$ cat config.mk
export PLATFORM = sky130hd
export DESIGN_NAME = ppu_frame_writer
export DESIGN_NICKNAME = d
export VERILOG_FILES = /design/src/rtl/ppu_pkg.sv /design/src/rtl/ppu_byte_fifo.sv /design/src/rtl/ppu_frame_writer.sv
export SDC_FILE = /design/constraint.sdc
export NUM_CORES = 1
export LEC_CHECK = 0
export CELL_PAD_IN_SITES_DETAIL_PLACEMENT = 0
export CELL_PAD_IN_SITES_GLOBAL_PLACEMENT = 1
export CORE_ASPECT_RATIO = 1.75
export CORE_MARGIN = 1
export CORE_UTILIZATION = 30
export CTS_BUF_LIST = sky130_fd_sc_hd__clkbuf_4
export DETAILED_ROUTE_END_ITERATION = 16
export PLACE_DENSITY = 0.61
export SETUP_SLACK_MARGIN = 0.3
export SLEW_MARGIN = 20
export SYNTH_ARGS = -nofsm -noshare
export SYNTH_HDL_FRONTEND = slang
export SYNTH_SLANG_ARGS = --single-unit
$ cat constraint.sdc
create_clock -name clk -period 3 [get_ports clk]
set_input_delay 0.75 -clock clk [delete_from_list [all_inputs] [get_ports clk]]
set_output_delay 0.75 -clock clk [all_outputs]
set_load 0.005 [all_outputs]
$ cat src/rtl/ppu_pkg.sv
// Shared PPU types and framebuffer geometry used by the pixel sink and its FIFO.
package ppu_pkg;

  typedef enum logic [1:0] {
    H_BLANK = 2'd0,
    V_BLANK = 2'd1,
    SCAN    = 2'd2,
    DRAW    = 2'd3
  } PPU_STATES_t;

  typedef enum logic {
    WR_IDLE = 1'b0,
    WR_BUSY = 1'b1
  } wr_state_t;

  localparam int FB_BYTES_PER_LINE = 40;
  localparam int FB_ADDR_W         = 13;
  localparam int FB_ENTRY_W        = FB_ADDR_W + 8;

  // Drop pixel px into slot idx of a byte; slot 0 is the most significant pair.
  function automatic logic [7:0] pack_px(input logic [7:0] acc, input logic [1:0] idx,
                                         input logic [1:0] px);
    logic [7:0] r;
    r = acc;
    case (idx)
      2'd0:    r[7:6] = px;
      2'd1:    r[5:4] = px;
      2'd2:    r[3:2] = px;
      default: r[1:0] = px;
    endcase
    return r;
  endfunction

endpackage

$ cat src/rtl/ppu_byte_fifo.sv
// Small synchronous FIFO of {addr, data} framebuffer writes; exposes the head and
// the entry behind it so the writer can issue back-to-back requests.
module ppu_byte_fifo
  import ppu_pkg::*;
#(
  parameter int DEPTH = 4,
  parameter int W     = FB_ENTRY_W
) (
  input  logic         clk,
  input  logic         rst,
  input  logic         push,
  input  logic [W-1:0] push_data,
  input  logic         pop,
  output logic [W-1:0] head,
  output logic [W-1:0] head_next,
  output logic         full,
  output logic         empty,
  output logic         more_than_one
);

  localparam int AW = (DEPTH > 1) ? $clog2(DEPTH) : 1;

  logic [W-1:0]  mem_q [DEPTH];
  logic [W-1:0]  mem_d [DEPTH];
  logic [AW-1:0] rd_q, rd_d, wr_q, wr_d, rd_nxt;
  logic [AW:0]   cnt_q, cnt_d;
  logic          do_push, do_pop;

  assign full          = (cnt_q == (AW+1)'(DEPTH));
  assign empty         = (cnt_q == '0);
  assign more_than_one = (cnt_q > (AW+1)'(1));
  assign rd_nxt        = rd_q + 1'b1;
  assign head          = mem_q[rd_q];
  assign head_next     = mem_q[rd_nxt];

  // A push into a full FIFO is accepted only when the head leaves in the same cycle.
  assign do_pop  = pop && !empty;
  assign do_push = push && (!full || do_pop);

  always_comb begin
    mem_d = mem_q;
    rd_d  = rd_q;
    wr_d  = wr_q;
    cnt_d = cnt_q;
    if (do_push) begin
      mem_d[wr_q] = push_data;
      wr_d        = wr_q + 1'b1;
    end
    if (do_pop) rd_d = rd_nxt;
    case ({do_push, do_pop})
      2'b10:   cnt_d = cnt_q + 1'b1;
      2'b01:   cnt_d = cnt_q - 1'b1;
      default: cnt_d = cnt_q;
    endcase
  end

  always_ff @(posedge clk) begin
    if (rst) begin
      for (int i = 0; i < DEPTH; i++) mem_q[i] <= '0;
      rd_q  <= '0;
      wr_q  <= '0;
      cnt_q <= '0;
    end else begin
      mem_q <= mem_d;
      rd_q  <= rd_d;
      wr_q  <= wr_d;
      cnt_q <= cnt_d;
    end
  end

endmodule

$ cat src/rtl/ppu_frame_writer.sv
// PPU pixel sink: packs 2-bit pixels four per byte, queues them and writes them
// into the framebuffer over a write/ack port, flagging frame completion.
module ppu_frame_writer
  import ppu_pkg::*;
#(
  parameter int H_PIXELS   = 4 * FB_BYTES_PER_LINE,
  parameter int V_LINES    = 144,
  parameter int FIFO_DEPTH = 4
) (
  input  logic                 clk,
  input  logic                 rst,
  input  logic [1:0]           PX_IN,
  input  logic                 PX_valid,
  input  logic [1:0]           PPU_MODE,
  output logic                 FB_WR,
  output logic [FB_ADDR_W-1:0] FB_ADDR,
  output logic [7:0]           FB_DATA,
  input  logic                 FB_ACK,
  input  logic                 CLR_OVF,
  output logic [7:0]           LINE_CNT,
  output logic                 FRAME_DONE,
  output logic                 OVERFLOW,
  output logic                 dbg_wr_state
);

  localparam logic [7:0]           H_LIM = 8'(H_PIXELS);
  localparam logic [7:0]           V_LIM = 8'(V_LINES);
  localparam logic [FB_ADDR_W-1:0] BPL   = FB_ADDR_W'(H_PIXELS / 4);

  PPU_STATES_t          mode, mode_prev_q;
  logic [7:0]           x_cnt_q, x_cnt_d, acc_q, acc_d, acc_next;
  logic [1:0]           pix_idx_q, pix_idx_d;
  logic [7:0]           line_cnt_q, line_cnt_d;
  logic [FB_ADDR_W-1:0] line_base_q, line_base_d, addr_cur;
  logic                 frame_pending_q, frame_pending_d;
  logic                 frame_done_q, frame_done_d;
  logic                 ovf_q, ovf_d;
  wr_state_t            wr_state_q, wr_state_d;
  logic                 fb_wr_q, fb_wr_d;
  logic [FB_ADDR_W-1:0] fb_addr_q, fb_addr_d;
  logic [7:0]           fb_data_q, fb_data_d;

  logic                  capture, line_end, frame_end, done_fire;
  logic                  push, pop;
  logic [FB_ENTRY_W-1:0] push_data, fifo_head, fifo_head_next;
  logic                  fifo_full, fifo_empty, fifo_more;

  assign mode     = PPU_STATES_t'(PPU_MODE);
  assign addr_cur = line_base_q + FB_ADDR_W'(x_cnt_q[7:2]);
  assign acc_next = pack_px(acc_q, pix_idx_q, PX_IN);

  assign capture   = PX_valid && (mode == DRAW) && (x_cnt_q < H_LIM) && (line_cnt_q < V_LIM);
  assign line_end  = (mode_prev_q == DRAW) && (mode != DRAW);
  assign frame_end = (mode == V_BLANK) && (mode_prev_q != V_BLANK);
  assign done_fire = frame_pending_q && fifo_empty && (wr_state_q == WR_IDLE);
  assign pop       = (wr_state_q == WR_BUSY) && FB_ACK;

  always_comb begin
    push            = 1'b0;
    push_data       = {addr_cur, acc_q};
    x_cnt_d         = x_cnt_q;
    pix_idx_d       = pix_idx_q;
    acc_d           = acc_q;
    line_cnt_d      = line_cnt_q;
    line_base_d     = line_base_q;
    frame_pending_d = frame_pending_q && !done_fire;
    if (capture) begin
      if (pix_idx_q == 2'd3) begin
        push      = 1'b1;
        push_data = {addr_cur, acc_next};
        x_cnt_d   = x_cnt_q + 8'd4;
        pix_idx_d = 2'd0;
        acc_d     = 8'h00;
      end else begin
        pix_idx_d = pix_idx_q + 2'd1;
        acc_d     = acc_next;
      end
    end
    // Partial groups leave with zeroed low slots, at the address of the line just ended.
    if (line_end) begin
      push        = (pix_idx_q != 2'd0);
      x_cnt_d     = 8'd0;
      pix_idx_d   = 2'd0;
      acc_d       = 8'h00;
      line_cnt_d  = line_cnt_q + 8'd1;
      line_base_d = line_base_q + BPL;
    end
    if (frame_end) begin
      line_cnt_d      = 8'd0;
      line_base_d     = '0;
      frame_pending_d = 1'b1;
    end
  end

  always_comb begin
    frame_done_d = done_fire;
    ovf_d        = ovf_q;
    if (CLR_OVF) ovf_d = 1'b0;
    if (push && fifo_full && !pop) ovf_d = 1'b1;
  end

  // Writer: request stays up with stable addr/data until acknowledged.
  always_comb begin
    wr_state_d = wr_state_q;
    fb_wr_d    = fb_wr_q;
    fb_addr_d  = fb_addr_q;
    fb_data_d  = fb_data_q;
    case (wr_state_q)
      WR_IDLE: begin
        if (!fifo_empty) begin
          wr_state_d             = WR_BUSY;
          fb_wr_d                = 1'b1;
          {fb_addr_d, fb_data_d} = fifo_head;
        end
      end
      WR_BUSY: begin
        if (FB_ACK) begin
          if (fifo_more) begin
            fb_wr_d                = 1'b1;
            {fb_addr_d, fb_data_d} = fifo_head_next;
          end else begin
            wr_state_d = WR_IDLE;
            fb_wr_d    = 1'b0;
          end
        end
      end
      default: begin
        wr_state_d = WR_IDLE;
        fb_wr_d    = 1'b0;
      end
    endcase
  end

  always_ff @(posedge clk) begin
    if (rst) begin
      mode_prev_q     <= H_BLANK;
      x_cnt_q         <= 8'd0;
      pix_idx_q       <= 2'd0;
      acc_q           <= 8'h00;
      line_cnt_q      <= 8'd0;
      line_base_q     <= '0;
      frame_pending_q <= 1'b0;
      frame_done_q    <= 1'b0;
      ovf_q           <= 1'b0;
      wr_state_q      <= WR_IDLE;
      fb_wr_q         <= 1'b0;
      fb_addr_q       <= '0;
      fb_data_q       <= 8'h00;
    end else begin
      mode_prev_q     <= mode;
      x_cnt_q         <= x_cnt_d;
      pix_idx_q       <= pix_idx_d;
      acc_q           <= acc_d;
      line_cnt_q      <= line_cnt_d;
      line_base_q     <= line_base_d;
      frame_pending_q <= frame_pending_d;
      frame_done_q    <= frame_done_d;
      ovf_q           <= ovf_d;
      wr_state_q      <= wr_state_d;
      fb_wr_q         <= fb_wr_d;
      fb_addr_q       <= fb_addr_d;
      fb_data_q       <= fb_data_d;
    end
  end

  ppu_byte_fifo #(.DEPTH(FIFO_DEPTH), .W(FB_ENTRY_W)) u_fifo (
    .clk          (clk),
    .rst          (rst),
    .push         (push),
    .push_data    (push_data),
    .pop          (pop),
    .head         (fifo_head),
    .head_next    (fifo_head_next),
    .full         (fifo_full),
    .empty        (fifo_empty),
    .more_than_one(fifo_more)
  );

  assign FB_WR        = fb_wr_q;
  assign FB_ADDR      = fb_addr_q;
  assign FB_DATA      = fb_data_q;
  assign LINE_CNT     = line_cnt_q;
  assign FRAME_DONE   = frame_done_q;
  assign OVERFLOW     = ovf_q;
  assign dbg_wr_state = wr_state_q;

endmodule

After elaboration in Yosys (flattened, before gate mapping)
Cells that the tools add are included.
W data, S select, Z words.
{ "classes": {"bitwise_logic": 4, "eq_ne": 14, "magnitude_cmp": 7, "div_mod_pow": 0, "multipliers": 0, "add_sub_neg": 9, "n_reduce_logical": 30, "shifts": 0, "muxes": 39} }
{ "op_table": {"columns": ["operator", "count"], "rows": [
  ["$mux W21", 5],
  ["$bmux W21 S2", 2],
  ["$bwmux W84", 1],
  ["$mux W8", 6],
  ["$demux W21 S2", 1],
  ["$mux W13", 3],
  ["$pmux W13 S2", 1],
  ["$lt A8 B8 Y1 const B", 2],
  ["$pmux W8 S2", 1],
  ["$logic_and A1 B1 Y1", 14],
  ["$add A13 B6 Y13", 1],
  ["$add A13 B6 Y13 const B", 1],
  ["$mux W1", 11],
  ["$eq A2 B2 Y1 const B", 5],
  ["$mux W2", 5],
  ["$ge A3 B3 Y1 const B", 3],
  ["$not A2 Y3", 3],
  ["$add A8 B1 Y8 const B", 1],
  ["$add A8 B3 Y8 const B", 1],
  ["$add A2 B1 Y2 const B", 3],
  ["$eq A2 B1 Y1 const B", 3],
  ["$ne A2 B2 Y1 const B", 3],
  ["$pmux W3 S2", 1],
  ["$reduce_bool A2 Y1", 3],
  ["16 further kinds", 23]
]} }
{ "word_totals": {"romBits": 0, "mem_count": 0, "ramBits": 0, "ff_bits": 158, "input_bits": 9, "latch_bits": 0} }

Longest topological paths before layout
Gate-level depths: netlist (run 1).
{ "logic_depth": {"depth_word": 9, "ltp_mapped": 10, "mapped_depth_nobuf": 8} }

Modules after synthesis
A second synthesis (run 1) with hierarchy kept.
{ "hier_totals": {"cells_unflattened": 747, "area_unflattened_um2": 7916.3} }
{ "by_module_without_submodules": {"columns": ["mod", "seq_area_each_um2", "cells_per_inst", "instances", "area_per_inst_um2"], "rows": [
  ["ppu_byte_fifo", 1821.7, 401, 1, 4825.9],
  ["ppu_frame_writer", 1241.2, 346, 1, 3090.5]
]} }

Worst setup path before layout (run 1)
OpenSTA, ideal clock, no wires.
{ "synth_path": {"path_kind": "input-to-reg", "start": "in PX_valid", "end": "reg u_fifo.cnt_q[2]", "stages": 8, "t_arrival_ps": 2513, "slack_ps": 416, "required_time_ps": 2929, "setup_time_ps": 71, "cell_sequence": "and4_1 > clkbuf_1 > and3_1 > buf_2 > o22ai_1 > ha_1 > or3_1 > a21oi_1"} }
{ "synth_via": {"elab_chain_len": 8, "elab_cells_between_ends": 10, "cone_classes": "eq/ne: 2; mux: 3; reduce/logical: 5"} }
{ "synth_rtl": {"columns": ["item", "line_no", "rtl"], "rows": [
  ["start, declared", "ppu_frame_writer.sv:13", "input logic PX_valid,"],
  ["$logic_and A1 B1 Y1 * (3 in a row)", "ppu_frame_writer.sv:52", "assign capture = PX_valid && (mode == DRAW) && (x_cnt_q < H_LIM) && (line_cnt_q < V_LIM);"],
  ["$mux W1 *", "ppu_frame_writer.sv:67", "if (capture) begin"],
  ["$mux W1 *", "ppu_frame_writer.sv:80", "if (line_end) begin"],
  ["$logic_and A1 B1 Y1 *", "ppu_byte_fifo.sv:38", "assign do_push = push && (!full || do_pop);"],
  ["$eq A2 B1 Y1 or $eq A2 B2 Y1 (tied branches)", "ppu_byte_fifo.sv:50", "case ({do_push, do_pop})"],
  ["$pmux W3 S2 or $reduce_bool A2 Y1 (tied branches)", null, null],
  ["end signal, assigned", "ppu_byte_fifo.sv:67", "cnt_q <= cnt_d;"],
  ["end, declared", "ppu_byte_fifo.sv:26", "logic [AW:0] cnt_q, cnt_d;"]
]} }
Mark *: on every way between the ends. The rest lies on a longest branch, timed or not.
A chain may end at the register's enable or synchronous reset.

Worst setup path in the final report (run 1)
{ "layout_path": {"start": "reg wr_state_q, in the netlist dbg_wr_state", "end": "out dbg_wr_state"} }
{ "layout_rtl": {"columns": ["item", "line_no", "rtl"], "rows": [
  ["start, declared", "ppu_frame_writer.sv:38", "wr_state_t wr_state_q, wr_state_d;"],
  ["start signal, assigned", "ppu_frame_writer.sv:159", "wr_state_q <= wr_state_d;"],
  ["end, declared", "ppu_frame_writer.sv:23", "output logic dbg_wr_state"]
]} }
No word-level cell between the ends.

==> results of run 1 <==
## cell families after synthesis
group	synth area share [%]
buffers and inverters	4.76
muxes	9.77
AOI/OAI and AO/OA	16.0
and+or+nand+nor	21.8
DFF	40.1
adders and majority gates	3.54
xor gates and xnor gates	4.01
## worst register-to-register path: stages, from the launching register on
cell	delay [ns]
dfxtp_1	0.46
ha_1	0.35
and4_1	0.27
buf_4	0.17
nand3_4	0.18
a21o_1	0.46
nor2_1	0.24
nor3_2	0.06
## synthesized netlist by cell type, types with 6 or more instances
| master | n | area, sq um |
|---|---|---|
| nand2_1 | 98 | 368 |
| o211ai_1 | 13 | 97.6 |
| o21ai_0 | 37 | 185 |
| inv_1 | 8 | 30.0 |
| nor2_1 | 173 | 649 |
| buf_2 | 18 | 90.1 |
| xnor2_1 | 21 | 184 |
| nor3_1 | 9 | 45.0 |
| nand3_1 | 6 | 30.0 |
| a21oi_1 | 28 | 140 |
| a21o_1 | 6 | 45.0 |
| ha_1 | 20 | 250 |
| dfxtp_1 | 153 | 3060 |
| buf_6 | 10 | 113 |
| a211oi_1 | 29 | 218 |
| a22oi_1 | 8 | 60.1 |
| xor2_1 | 14 | 123 |
| mux2_2 | 21 | 236 |
| buf_1 | 6 | 22.5 |
| clkbuf_1 | 29 | 109 |
| a221oi_1 | 13 | 114 |
| a21oi_2 | 7 | 61.3 |
| nor3_2 | 31 | 310 |
| nand4_1 | 11 | 68.8 |
| nand2b_1 | 6 | 37.5 |
| mux4_2 | 16 | 360 |
| a311oi_1 | 21 | 184 |
| mux2i_1 | 15 | 150 |
## placed cells by master, fill, tap and decap left out, drive strengths merged, types with 3 or more instances in the layout
cell	n
nand4	11
nor3	40
clkdlybuf4s50	40
a21oi	39
inv	8
o211ai	13
a211oi	29
nor2b	3
mux2	21
xor2	14
a221oi	13
a311oi	21
or3	3
o21ai	38
a21o	6
nor2	173
clkinv	9
xnor2	21
nor3b	4
clkbuf	18
nand2	98
a22oi	8
bufinv	4
ha	20
mux4	16
mux2i	15
and4	3
buf	29
nand2b	6
nand3	7
dfxtp	153
## registers in the layout (all words and copies together), names as in the netlist
signal / flops
frame_pending_q: 1
FB_WR: 1
u_fifo.cnt_q: 3
u_fifo.rd_q: 2
OVERFLOW: 1
mode_prev_q: 2
u_fifo.wr_q: 2
pix_idx_q: 2
FB_ADDR: 13
acc_q: 8
u_fifo.mem_q: 84
LINE_CNT: 8
dbg_wr_state: 1
FB_DATA: 8
x_cnt_q: 6
FRAME_DONE: 1
line_base_q: 10
## stage by stage
step                      instance area, sq um  power [mW]  cells
after CTS                                 8720        3.63   1212
final                                     8720        3.57   1213
after global routing                      8720        3.75   1213
after floorplan                           7640        2.18    859
after global placement                    8420        2.23   1181
after detailed placement                  8420        2.23   1181
## power by group through the flow
| stage | Clock (mW) | Sequential [mW] | Combinational [mW] |
|---|---|---|---|
| 2_1_floorplan | 0 | 2.10 | 0.0810 |
| 3_3_place_gp | 0 | 2.10 | 0.135 |
| 3_5_place_dp | 0 | 2.10 | 0.134 |
| 4_1_cts | 1.45 | 2.05 | 0.135 |
| 5_1_grt | 1.55 | 2.06 | 0.145 |
| 6_report | 1.39 | 2.05 | 0.132 |
## how the worst min path moves through the flow
stage	from	depth (start not counted)	endpoint	slack (ns)
floorplan	frame_pending_q	2	frame_pending_q	0.43
global placement	frame_pending_q	2	frame_pending_q	0.44
detailed placement	frame_pending_q	2	frame_pending_q	0.45
CTS	rst	2	u_fifo.wr_q[0]	0.45
global route	rst	2	mode_prev_q[1]	0.45
finish	frame_pending_q	2	frame_pending_q	0.47
## per-layer routing
layer  up-vias  GRT usage [%]
met1      2891           20.4
met3        22           3.85
met2       111           28.9
met5         -              0
met4         0           6.10
li1       3073              -
## final cells by class
cell class              instances  area, sq um  share of cell area (%)
flip-flops and latches        153         3070                    35.2
diodes                          1         2.50                  0.0287
well taps                     316          395                    4.54
repair buffers                 69          706                    8.09
inverters                       8         30.0                   0.344
clock buffers                  18          135                    1.55
clock inverters                13          159                    1.82
multi-input cells             635         4230                    48.5
==> impl_metrics.env, run 1 <==
export IMPL_status="finished, final reports clean"
export IMPL_tritoncts="built"
export IMPL_cpMaxStageDelayCell="clkdlybuf4s50_1"
export IMPL_via_count=6097
export IMPL_maxCapViolCount=0
export IMPL_area_delta_synth_final_pct=14.0
export IMPL_combPwrFrac_pct=3.7
export IMPL_cts_hold_buf=0
export IMPL_slew_headroom_pct=50.3
export IMPL_worstMarginPinSlew_ns=0.744
export IMPL_syn_num_nets=889
export IMPL_route_detailed_drc=0
export IMPL_fp_dieArea_sq_um=26200
export IMPL_r2r_setup_slack_ns=0.69
export IMPL_wl_met1_um=8800
export IMPL_postCtsSetupRepairBufs=0
export IMPL_dr_wl_met2_um=10300
export IMPL_synth_cells=859
export IMPL_cp_start_kind="register"
export IMPL_crit_family="buffers and inverters"
export IMPL_r2r_end="u_fifo.mem_q[63]"
export IMPL_wl_met3_um=620
export IMPL_fmax_mhz=426
export IMPL_pwr_share_clk_pct=38.8
export IMPL_final_hold_viol_count=0
export IMPL_antenna_found_initial=1
export IMPL_power_density_nw_per_um2=409
export IMPL_initial_core_util_pct=30.4
export IMPL_io_buffers=41
export IMPL_fillCellCount=2619
export IMPL_place_congestion=0.731
export IMPL_cp_required_ns=2.25
export IMPL_rsz0062_at_grt="false"
export IMPL_num_io_pins=42
export IMPL_worstPathMaxFanout=8
export IMPL_post_cts_resized=0
export IMPL_power_leakage_nw=2.84
export IMPL_place_ws_ns=0.184
export IMPL_initialDrtViolationCount=256
export IMPL_ys_warn_count=0
export IMPL_hold_slack_ns=0.465
export IMPL_dieWidth_um=123
export IMPL_die_height_um=213
export IMPL_cpPeakStageDelay_ns=0.54
export IMPL_grt_first_pass_wirelength_um=33400
export IMPL_dp_hpwl_um=13600
export IMPL_cts_sinks=153
export IMPL_worstRegToRegCells=7
export IMPL_overflow=0
export IMPL_fin_crit_sh_pct=78.2
export IMPL_synth_enable_flop_cells=0
export IMPL_layout_nets=914
export IMPL_ys_types=46
export IMPL_avgSynthCellArea_sq_um=8.90
export IMPL_routed_via_density=5.03
export IMPL_critPathCapture="dbg_wr_state"
export IMPL_r2r_start="pix_idx_q[0]"
export IMPL_synth_area_sq_um=7640
export IMPL_clock_latency_ns=0.58
export IMPL_crit_cells=1
export IMPL_drt_total_wl_um=20100
export IMPL_final_util_pct=34.7
export IMPL_async_reset_ff_share_pct=0
export IMPL_intPower_mw=2.74
export IMPL_fin_skew_ns=0.0107
export IMPL_ys_flop_type="dfxtp_1"
export IMPL_p_sw_share_pct=23.3
export IMPL_setup_violations=0
export IMPL_layout_min_cycle_time_ns=2.35
export IMPL_core_sq_um=25100
export IMPL_path_cells="clkdlybuf4s50_1"
export IMPL_synth_seq_cells=153
export IMPL_crit_type="reg2out"
export IMPL_crit_start="dbg_wr_state"
export IMPL_grt_pass1_vias=6019
export IMPL_worst_slack_ns=0.653
export IMPL_peakVddDrop_mv=0.173
export IMPL_hp_class="reg2reg"
export IMPL_wl_per_cell_um=16.6
export IMPL_grt_max_degree=105
export IMPL_seqPwrFrac_pct=57.5
export IMPL_cp_arrival_ns=1.60
export IMPL_h_tree_depth=4
export IMPL_cts_buffers=17
export IMPL_row_count=77
export IMPL_cts_buffer_depth=2
export IMPL_slew_violations=0
export IMPL_dr_max_layer_used="met4"
export IMPL_root_buffer="clkbuf_4"
export IMPL_seq_area_frac_synth_pct=40.1
export IMPL_ant_nets=0
export IMPL_track_usage_pct=16.9
export IMPL_cp_end_kind="output port"
export IMPL_crit_buf_inv=1
export IMPL_drive_gt1_share_pct=15.8
export IMPL_path_clk_slew_ns=0.12
export IMPL_fin_tns_setup_ns=0
export IMPL_switching_power_uw=831
export IMPL_drt_first_pass_iters=4
No activity file was read; power rests on OpenSTA's default activity.
==> run 2, diff against run 1 <==
==> constraint.sdc (replaced) <==
create_clock -name clk -period 2.3 [get_ports clk]
set_input_delay 0.575 -clock clk [delete_from_list [all_inputs] [get_ports clk]]
set_output_delay 0.575 -clock clk [all_outputs]
set_load 0.005 [all_outputs]
==> impl_metrics.env, run 2 (synthesis gave the netlist of run 1 again) <==
export IMPL_drt_total_wl_um=21600
export IMPL_clock_latency_ns=0.60
export IMPL_dp_hpwl_um=14300
export IMPL_intPower_mw=3.61
export IMPL_largest_register="u_fifo.mem_q"
export IMPL_final_common_cell="nor2_1"
export IMPL_peakVddDrop_mv=0.288
export IMPL_r2r_end="u_fifo.mem_q[63]"
export IMPL_ant_nets=0
export IMPL_switching_power_mw=1.18
export IMPL_slew_violations=0
export IMPL_pwr_share_clk_pct=40.0
export IMPL_largest_reg_flops=84
export IMPL_min_path_cells=2
export IMPL_cp_start_kind="input port"
export IMPL_maxCapViolCount=0
export IMPL_cts_buffers=17
export IMPL_grt_max_degree=61
export IMPL_dieWidth_um=123
export IMPL_layout_cells_non_filler=1284
export IMPL_root_buffer="clkbuf_4"
export IMPL_r2r_setup_slack_ns=0.30
export IMPL_crit_family="buffers and inverters"
export IMPL_crit_buf_inv=4
export IMPL_h_tree_depth=4
export IMPL_initial_core_util_pct=30.4
export IMPL_fillCellCount=2556
export IMPL_grt_pass1_vias=6067
export IMPL_min_from="rst"
export IMPL_routed_via_density=5.00
export IMPL_initialDrtViolationCount=307
export IMPL_row_count=77
export IMPL_io_buffers=41
export IMPL_cpMaxStageDelayCell="clkdlybuf4s50_1"
export IMPL_cp_arrival_ns=2.55
export IMPL_fp_dieArea_sq_um=26200
export IMPL_antenna_found_initial=1
export IMPL_fin_skew_ns=0.0163
export IMPL_layout_nets=984
export IMPL_slew_headroom_pct=66.1
export IMPL_die_height_um=213
export IMPL_cp_required_ns=2.83
export IMPL_worstPathMaxFanout=8
export IMPL_drive_gt1_share_pct=29.1
export IMPL_layout_min_cycle_time_ns=2.02
export IMPL_hp_class="in2reg"
export IMPL_crit_type="in2reg"
export IMPL_area_delta_synth_final_pct=26.5
export IMPL_route_detailed_drc=0
export IMPL_wl_per_cell_um=16.9
export IMPL_rsz0062_at_grt="true"
export IMPL_overflow=0
export IMPL_track_usage_pct=17.0
export IMPL_core_sq_um=25100
export IMPL_worstMarginPinSlew_ns=0.505
export IMPL_combPwrFrac_pct=4.3
export IMPL_worstRegToRegCells=12
export IMPL_cpPeakStageDelay_ns=0.45
export IMPL_status="finished, final reports clean"
export IMPL_place_ws_ns=-0.292
export IMPL_cts_hold_buf=0
export IMPL_r2r_start="pix_idx_q[0]"
export IMPL_cts_buffer_depth=2
export IMPL_setup_violations=0
export IMPL_path_cells="clkdlybuf4s50_1 -> and2_4 -> or3_4 -> buf_8 -> a21oi_4 -> buf_6 -> buf_12 -> nor2_1 -> a211oi_1"
export IMPL_fin_crit_sh_pct=87.7
export IMPL_worst_slack_ns=0.282
export IMPL_power_density_nw_per_um2=495
export IMPL_min_to="u_fifo.mem_q[33]"
export IMPL_num_io_pins=42
export IMPL_cts_sinks=153
export IMPL_dp_cells=1217
export IMPL_power_leakage_nw=3.48
export IMPL_cp_end_kind="register"
export IMPL_grt_first_pass_wirelength_um=33300
export IMPL_tritoncts="built"
export IMPL_place_congestion=0.746
export IMPL_drt_first_pass_iters=4
export IMPL_final_hold_viol_count=0
export IMPL_seqPwrFrac_pct=55.7
export IMPL_path_clk_slew_ns=0.14
export IMPL_p_sw_share_pct=24.7
export IMPL_final_cell_mix="170 x nor2_1, 114 x dfxtp_1, 96 x nand2_1, 72 x buf_4, 33 x o21ai_0"
export IMPL_via_count=6420
export IMPL_fmax_mhz=496
[run 2: changes by cell type in the layout (fill, tap and decap cells not counted), moves of 8 or more]
cell	change
dlygate4sd2_1	+32
buf_4	+50
dfxtp_2	+29
dfxtp_1	-37
dfxtp_4	+8
clkdlybuf4s50_1	-33
[run 2: per-layer routing]
metal  part of all wire (%)  vias to the layer above  GRT usage [%]
met5                      0                        -              0
met4                    1.5                        0           5.09
met3                    2.5                       20           3.87
met2                     53                       85           30.6
met1                     43                     3097           19.6
li1                       -                     3218              -
[run 2: layout make-up]
class	instances	area, sq um	share of cell area, %
inverters	8	30.0	0.311
multi-input cells	635	4370	45.2
flip-flops and latches	153	3130	32.4
clock buffers	17	128	1.32
well taps	316	395	4.09
repair buffers	139	1410	14.6
clock inverters	15	200	2.07
diodes	1	2.50	0.0259
[run 2: worst reg2reg max path, delay by kind of cell (launching register included)]
family                   cells  cell delay [ns]
AO/OA/AOI/OAI                1             0.17
flip-flops                   1             0.37
buffers and inverters        6             0.82
AND/OR/NAND/NOR              4             0.47
adder cells (fa/ha/maj)      1             0.13
[run 2: power by group through the flow]
stage / combinational, mW / sequential, mW / clock (mW)
2_1_floorplan: 0.106 / 2.73 / 0
3_3_place_gp: 0.197 / 2.73 / 0
3_5_place_dp: 0.196 / 2.74 / 0
4_1_cts: 0.198 / 2.67 / 2.00
5_1_grt: 0.225 / 2.67 / 2.13
6_report: 0.207 / 2.67 / 1.92
[run 2: worst max-delay path by stage]
stage	startpoint	to	depth (start not counted)	slack, ns
floorplan	PX_valid	u_fifo.cnt_q[2]	8	0.19
global route	pix_idx_q[0]	u_fifo.mem_q[58]	9	0.25
finish	PPU_MODE[1]	u_fifo.mem_q[55]	9	0.28
CTS	LINE_CNT[6]	LINE_CNT[6]	1	0.19
global placement	PPU_MODE[1]	u_fifo.cnt_q[2]	9	-0.26
detailed placement	PPU_MODE[1]	u_fifo.cnt_q[2]	9	-0.29
[run 2: what timing repair did]
item,in CTS,in global routing
buffers inserted,22,6
pin swaps,4,14
endpoints found under the hold margin,0,0
setup endpoints to repair,88,86
gates cloned,2,4
resized for setup,82,33
[run 2: through the flow]
step	power, mW	setup TNS [ns]	hold WS [ns]	util (%)	area (sq um)
after floorplan	2.84	0	0.432	-	7710
after global placement	2.93	-10.87	0.439	34.9	8790
after detailed placement	2.93	-12.97	0.446	34.9	8790
after CTS	4.87	0	0.342	37.4	9400
after global routing	5.03	0	0.333	38.5	9670
final	4.79	0	0.396	38.5	9670
==> run 3, diff against run 2 <==
--- a/config.mk
+++ b/config.mk
@@ -5,7 +5,8 @@
 export SDC_FILE = /design/constraint.sdc
 export NUM_CORES = 1
 export LEC_CHECK = 0
-export CELL_PAD_IN_SITES_DETAIL_PLACEMENT = 0
+export ABC_CLOCK_PERIOD_IN_PS = 2300
+export CELL_PAD_IN_SITES_DETAIL_PLACEMENT = 1
 export CELL_PAD_IN_SITES_GLOBAL_PLACEMENT = 1
 export CORE_ASPECT_RATIO = 1.75
 export CORE_MARGIN = 1
@@ -18,3 +19,4 @@
 export SYNTH_ARGS = -nofsm -noshare
 export SYNTH_HDL_FRONTEND = slang
 export SYNTH_SLANG_ARGS = --single-unit
+export TNS_END_PERCENT = 30
==> impl_metrics.env, run 3 (synthesis gave the netlist of run 1 again) <==
export IMPL_tritoncts="built"
export IMPL_drt_total_wl_um=22900
export IMPL_crit_buf_inv=1
export IMPL_fmax_mhz=497
export IMPL_clock_latency_ns=0.60
export IMPL_io_buffers=41
export IMPL_cp_arrival_ns=1.44
export IMPL_area_delta_synth_final_pct=28.3
export IMPL_worstRegToRegCells=9
export IMPL_dp_hpwl_um=15100
export IMPL_layout_min_cycle_time_ns=2.01
export IMPL_cp_end_kind="output port"
export IMPL_worstPathMaxFanout=2
export IMPL_power_density_nw_per_um2=472
export IMPL_largest_reg_flops=84
export IMPL_fin_skew_ns=0.0193
export IMPL_r2r_start="pix_idx_q[0]"
export IMPL_rsz0062_at_grt="true"
export IMPL_wl_per_cell_um=17.8
export IMPL_slew_violations=0
export IMPL_routed_via_density=5.08
export IMPL_final_cell_mix="167 x nor2_1, 123 x dfxtp_1, 95 x nand2_1, 72 x buf_4, 32 x o21ai_0"
export IMPL_initialDrtViolationCount=248
export IMPL_dieWidth_um=123
export IMPL_cpPeakStageDelay_ns=0.50
export IMPL_peakVddDrop_mv=0.281
export IMPL_grtUsageMet3_pct=3.71
export IMPL_initial_core_util_pct=30.4
export IMPL_final_util_pct=39.0
export IMPL_power_leakage_nw=3.66
export IMPL_drt_first_pass_iters=4
export IMPL_cp_required_ns=1.73
export IMPL_grt_pass1_vias=6759
export IMPL_drive_gt1_share_pct=28.7
export IMPL_slew_headroom_pct=63.1
export IMPL_crit_start="FB_ADDR[2]"
export IMPL_path_cells="clkdlybuf4s50_1"
export IMPL_met2_usage_pct=34.7
export IMPL_crit_family="buffers and inverters"
export IMPL_cts_buffers=17
export IMPL_antenna_found_initial=1
export IMPL_route_detailed_drc=0
export IMPL_met1_usage_pct=20.5
export IMPL_fp_dieArea_sq_um=26200
export IMPL_place_congestion=0.737
export IMPL_die_height_um=213
export IMPL_row_count=77
export IMPL_fin_crit_sh_pct=87.6
export IMPL_track_usage_pct=18.5
export IMPL_worstMarginPinSlew_ns=0.550
export IMPL_ant_nets=0
export IMPL_layout_cells_non_filler=1289
export IMPL_grt_first_pass_wirelength_um=36600
export IMPL_root_buffer="clkbuf_4"
export IMPL_final_common_cell="nor2_1"
export IMPL_maxCapViolCount=0
export IMPL_r2r_setup_slack_ns=0.30
export IMPL_dp_cells=1215
export IMPL_path_clk_slew_ns=0.14
export IMPL_critPathCapture="FB_ADDR[2]"
export IMPL_cp_start_kind="register"
export IMPL_busiest_layer="met2"
export IMPL_status="finished, final reports clean"
export IMPL_largest_register="u_fifo.mem_q"
export IMPL_cpMaxStageDelayCell="clkdlybuf4s50_1"
export IMPL_final_hold_viol_count=0
export IMPL_cts_sinks=153
export IMPL_overflow=0
export IMPL_core_sq_um=25100
export IMPL_hp_class="in2reg"
export IMPL_setup_violations=0
export IMPL_num_io_pins=42
export IMPL_power_mw=4.63
export IMPL_cts_buffer_depth=2
export IMPL_r2r_end="u_fifo.mem_q[76]"
export IMPL_grt_max_degree=67
export IMPL_crit_cells=1
export IMPL_layout_nets=989
export IMPL_via_count=6551
export IMPL_h_tree_depth=4
export IMPL_crit_type="reg2out"
run 3: per-stage QoR:
stage	setup TNS, ns	instance area, sq um	setup slack (ns)	hold slack (ns)
global route	0	9810	0.191	0.351
detailed placement	-13.24	8800	-0.348	0.460
global placement	-9.77	8800	-0.300	0.445
finish	0	9810	0.286	0.403
CTS	0	9460	0.176	0.325
floorplan	0	7710	0.186	0.432
run 3: final cells by class:
type	count	area, sq um
timing repair buffer	143	1550
sequential	153	3120
multi-input combinational	636	4430
clock inverter	15	158
inverter	8	32.5
clock buffer	17	128
antenna	1	2.50
tap	316	395
fill	2901	15300
run 3: repair_timing:
item	4_1_cts	5_1_grt
gates cloned	5	2
gates resized for setup	51	68
hold buffers	0	0
setup endpoints to repair	120	126
pin swaps	10	14
buffers inserted	20	14
run 3: per-layer routing:
metal / vias to the layer above / part of all wire (%)
met5: - / 0
li1: 3226 / -
met1: 3224 / 41
met3: 25 / 2.7
met4: 0 / 2.0
met2: 76 / 55
run 3: worst min-delay path by stage:
| stage | start | to | slack, ns | depth (start not counted) |
|---|---|---|---|---|
| CTS | rst | u_fifo.mem_q[31] | 0.33 | 2 |
| floorplan | frame_pending_q | frame_pending_q | 0.43 | 2 |
| global route | rst | u_fifo.mem_q[31] | 0.35 | 2 |
| global placement | frame_pending_q | frame_pending_q | 0.44 | 2 |
| detailed placement | frame_pending_q | frame_pending_q | 0.46 | 2 |
| finish | rst | u_fifo.mem_q[31] | 0.40 | 2 |
run 3: report_power, final:
| part | switching (mW) | internal, mW |
|---|---|---|
| Sequential | 0.0113 | 2.66 |
| Combinational | 0.122 | 0.0879 |
| Clock | 1.01 | 0.734 |
